### src/rtl/maxpool_relu_stream.sv
// Streaming ReLU + 1-D max-pool stage.
// Consumes a signed sample stream with a valid/ready handshake. It groups each
// vector of VECLEN samples into windows of POOL consecutive samples. For each
// window it emits max(0, max(window)) through a one-entry output register.
// A window also closes at the end of a vector, so a short trailing window is
// produced when VECLEN is not a multiple of POOL.
module maxpool_relu_stream #(
  parameter int WIDTH  = 16,
  parameter int VECLEN = 32,
  parameter int POOL   = 2
) (
  input  logic                    clk,
  input  logic                    reset,
  input  logic signed [WIDTH-1:0] s_data_in_y,
  input  logic                    s_valid_y,
  output logic                    s_ready_y,
  output logic signed [WIDTH-1:0] m_data_out_z,
  output logic                    m_valid_z,
  input  logic                    m_ready_z,
  output logic                    m_last_z
);

  localparam int WP_W = (POOL > 1) ? $clog2(POOL) : 1;
  localparam int VI_W = (VECLEN > 1) ? $clog2(VECLEN) : 1;
  localparam logic [WP_W-1:0] WP_LAST = WP_W'(POOL - 1);
  localparam logic [VI_W-1:0] VI_LAST = VI_W'(VECLEN - 1);

  logic [WP_W-1:0]         win_pos;
  logic [VI_W-1:0]         vec_idx;
  logic signed [WIDTH-1:0] acc;

  logic signed [WIDTH-1:0] acc_eff;
  logic signed [WIDTH-1:0] pool_max;
  logic                    vec_end;
  logic                    final_beat;
  logic                    accept;
  logic                    drain;

  // Window/vector bookkeeping and handshake.
  // s_ready_y depends combinationally on m_ready_z. This lets a final beat
  // load a new result on the same edge that the old result drains.
  always_comb begin
    vec_end    = (vec_idx == VI_LAST);
    final_beat = (win_pos == WP_LAST) || vec_end;
    s_ready_y  = !final_beat || !m_valid_z || m_ready_z;
    accept     = s_valid_y && s_ready_y;
    drain      = m_valid_z && m_ready_z;
  end

  // Running maximum. It is seeded with 0 at window start, which applies the ReLU.
  always_comb begin
    if (win_pos == '0) begin
      acc_eff = '0;
    end else begin
      acc_eff = acc;
    end
    if (s_data_in_y > acc_eff) begin
      pool_max = s_data_in_y;
    end else begin
      pool_max = acc_eff;
    end
  end

  // Window position, vector position and accumulator advance on every accepted beat.
  always_ff @(posedge clk or negedge reset) begin
    if (!reset) begin
      win_pos <= '0;
      vec_idx <= '0;
      acc     <= '0;
    end else if (accept) begin
      if (final_beat) begin
        win_pos <= '0;
        vec_idx <= vec_end ? '0 : vec_idx + 1'b1;
      end else begin
        acc     <= pool_max;
        win_pos <= win_pos + 1'b1;
        vec_idx <= vec_idx + 1'b1;
      end
    end
  end

  // One-entry output register.
  // A final beat overwrites the register even while it drains, so no bubble
  // appears. The data field holds its value after a drain.
  always_ff @(posedge clk or negedge reset) begin
    if (!reset) begin
      m_data_out_z <= '0;
      m_valid_z    <= 1'b0;
      m_last_z     <= 1'b0;
    end else if (accept && final_beat) begin
      m_data_out_z <= pool_max;
      m_valid_z    <= 1'b1;
      m_last_z     <= vec_end;
    end else if (drain) begin
      m_valid_z    <= 1'b0;
      m_last_z     <= 1'b0;
    end
  end

endmodule

### config.mk
export PLATFORM = sky130hd
export DESIGN_NAME = maxpool_relu_stream
export DESIGN_NICKNAME = d
export VERILOG_FILES = /design/src/rtl/maxpool_relu_stream.sv
export SDC_FILE = /design/constraint.sdc
export NUM_CORES = 1
export LEC_CHECK = 0
export ABC_CLOCK_PERIOD_IN_PS = 2960
export BUFFER_PORTS_ARGS = -buffer_cell sky130_fd_sc_hd__buf_4
export CORE_UTILIZATION = 46
export CTS_CLUSTER_DIAMETER = 40
export DETAILED_ROUTE_END_ITERATION = 8
export GPL_ROUTABILITY_DRIVEN = 0
export PLACE_DENSITY_LB_ADDON = 0.2
export SLEW_MARGIN = 5
export SYNTH_ARGS = -nofsm -noshare
export SYNTH_HDL_FRONTEND = slang
export SYNTH_SLANG_ARGS = --single-unit
### constraint.sdc
create_clock -name clk -period 2.96 [get_ports clk]
set_clock_uncertainty 0.1 [all_clocks]
set_input_delay 0.296 -clock clk [delete_from_list [all_inputs] [get_ports clk]]
set_output_delay 0.296 -clock clk [all_outputs]
set_load 0.02 [all_outputs]
==> metrics.txt <==
total track usage about a fifth; cell area after synthesis 0.002097 sq mm; final wirelength around 4.4 mm; Buf/Inv on CP 1; most common cell in the netlist dfrtp_1; CP max-delay cell nor2_2; initial DRC count 94; Synth area leader dfrtp_1; Syn Area/Cell around 11 sq um; share of cells above drive strength 1 between 30% and 40%; Peak VDD IR approximately 0.00046 V; Hold Worst Slack approximately 140 ps; antenna-violating nets left 0; Leak between 0.001 and 0.0015 uW; setup bufs post-CTS 0; Setup crit start kind flip-flop; Sinks on Clock Net 40; Post-synth EDFFs 0; top post-synthesis cells by area dfrtp_1, ha_1, a22o_1; RSZ-0062 raised after global routing no; Critical Path AT 2800 ps; Synth Flop Type dfrtp_1; Mapped Cells 188; final worst path period share between 90% and 100%; Yosys warnings 0; Clock Pin Slew Worst Setup and Hold Paths around 70 ps; Max Slew Vio Count 0; CTS tree done; DR vias ~1600; Die Y between 60 and 70 um; Starting Density between 40% and 50%; Synth Register Bits 40; Clock Root Buffer clkbuf_8; number of CTS-inserted buffers 5; Cell Area, Placed about 0.0025 sq mm; vias in the first global route around 1600; H-tree Lvls 2; Layout Cells excl Fill 288; final setup violation count 0; post-DP HPWL between 3 and 4 mm; Max Clk Rate about 380 MHz; slew margin rel. between 50% and 60%; clock tree buffer depth 2; residual DRC count 0; Core Region 0.004354 sq mm; worst slew pin tran approximately 750 ps; Row Count 24; Max-cap violations 0; largest net degree at the start of global routing 41; Final Hold Viols 0; top cells by count, synth dfrtp_1, nand2_1, ha_1; PwrDens 942.8 mW/mm^2; Fin Setup TNS 0 ps; Setup crit end kind flip-flop; CP peak stage delay a little over 600 ps; I/O Pins 39; IO buf count 38; DIE AREA 0.004833 sq mm; sequential element share of the synthesized area 47.73%; Area growth, synth to finish 22.14%; first-pass GRT wire length ~7.6 mm; Tmin final 2665 ps; fraction of registers with async set/reset 100.0%; design area ~0.0026 sq mm; Final nets about 270; outcome finished, final reports clean; placed cell count 280; CP top delay family simple AND/OR/NAND/NOR gates; worst hold-check path type in2reg; crit-path cells buf_4 > nand2_1 > ha_1 > nand4_2 > nor4_2 > a21boi_2 > o31ai_2 > nor2_2 > a221o_2; critical path type reg2reg; # diodes 0; first drt pass iteration count 4; vias per inst 5.594; worst slack at placement -42.10 ps; initial antenna violation count 0; post-synth top area share ~48%; grt total ovfl 0; WL per Instance between 15 and 20 um; Crit path required time slightly above 3000 ps; Clk Latency, worst-skew pair ~290 ps; post-synthesis net count around 230; Distinct cells, synth 34; Max FO, Critical Path 16; fin worst setup slack a little under 300 ps; Die Span X just under 70 um
-- power breakdown --
part | total, uW | leakage (uW) | switching, uW | internal, uW
registers | 948 | 0.000501 | 159 | 789
clock network | 344 | 0.0000410 | 184 | 160
logic | 1120 | 0.000683 | 555 | 568
-- cell type report --
| class | instances | area [sq um] |
|---|---|---|
| Tap cell | 52 | 65.06 |
| Clock inverter | 1 | 5.005 |
| Timing Repair Buffer | 49 | 370.4 |
| Fill cell | 394 | 1793 |
| Multi-Input combinational cell | 138 | 1040 |
| Clock buffer | 6 | 72.57 |
| Inverter | 2 | 7.507 |
| Sequential cell | 40 | 1001 |
-- metal layers --
metal	up-vias	share of wire, %	track usage, %
met2	42	44	30.20
met1	768	50	29.09
met4	0	1.4	7.483
met3	5	4.0	3.634
met5	-	0	0
li1	796	-	-
-- final timing paths --
check                                     start          endpoint  slack, ps  cells after the start
max in group asynchronous                 reset   m_data_out_z[6]       1990                      2
worst min register to register       vec_idx[4]        vec_idx[4]        420                      1
worst min-delay path            s_data_in_y[14]           acc[14]        140                      2
min in group asynchronous                 reset        vec_idx[2]        420                      2
worst max-delay path                    win_pos  m_data_out_z[14]        290                      9
worst max register to register          win_pos  m_data_out_z[14]        290                      9
-- per-stage QoR --
step                      power (uW)  util, %
final                           2415    58.82
after global routing            2597    58.82
after CTS                       2436    58.82
after detailed placement        2080    56.75
after global placement          2059    56.75
after floorplan                 1668        -
-- what timing repair did --
| item | CTS | global route |
|---|---|---|
| endpoints found under the hold margin | 40 | 0 |
| hold buffers | 1 | 0 |
| setup endpoints to repair | 16 | 0 |
| gates resized for setup | 1 | 0 |
-- placed cells by master (no fill, tap or decap), drive strengths merged --
cell type,Yosys,final
buf,4,48
dfrtp,40,40
nand2,26,26
ha,18,18
and2,17,17
a22o,16,16
a221o,16,16
a21oi,8,8
nor2,7,7
o21ai,6,6
clkbuf,4,6
mux2,3,3
inv,2,2
nor2b,2,2
o211ai,2,2
nand3,2,2
nand4,2,2
and4,2,2
and3,1,1
nand2b,1,1
o21a,1,1
o2bb2ai,1,1
nor4,1,1
a21boi,1,1
and2b,1,1
a31oi,1,1
o31ai,1,1
nand3b,1,1
nor3,1,1
clkinv,0,1
dlygate4sd3,0,1
-- registers in the layout, indices dropped and copies added, names as in the netlist --
signal	flops
m_data_out_z	16
m_valid_z	1
win_pos	1
m_last_z	1
acc	16
vec_idx	5
-- worst register-to-register path: cells and delay by family, from the launching register on --
| kind | cells | cell delay (ps) |
|---|---|---|
| simple gates | 4 | 1140 |
| fa+ha+maj | 1 | 300 |
| buf+inv | 1 | 130 |
| compound gates | 3 | 600 |
| flops | 1 | 350 |
-- kinds of logic after synthesis --
kind of cell	after synthesis	share of synthesized area [%]
AOI/OAI and AO/OA	53	20.94
muxes	3	1.611
and+or+nand+nor	64	16.17
buffers and inverters	10	2.804
adders and majority gates	18	10.74
DFF	40	47.73
Note: power is estimated with default switching activity, not from simulation.
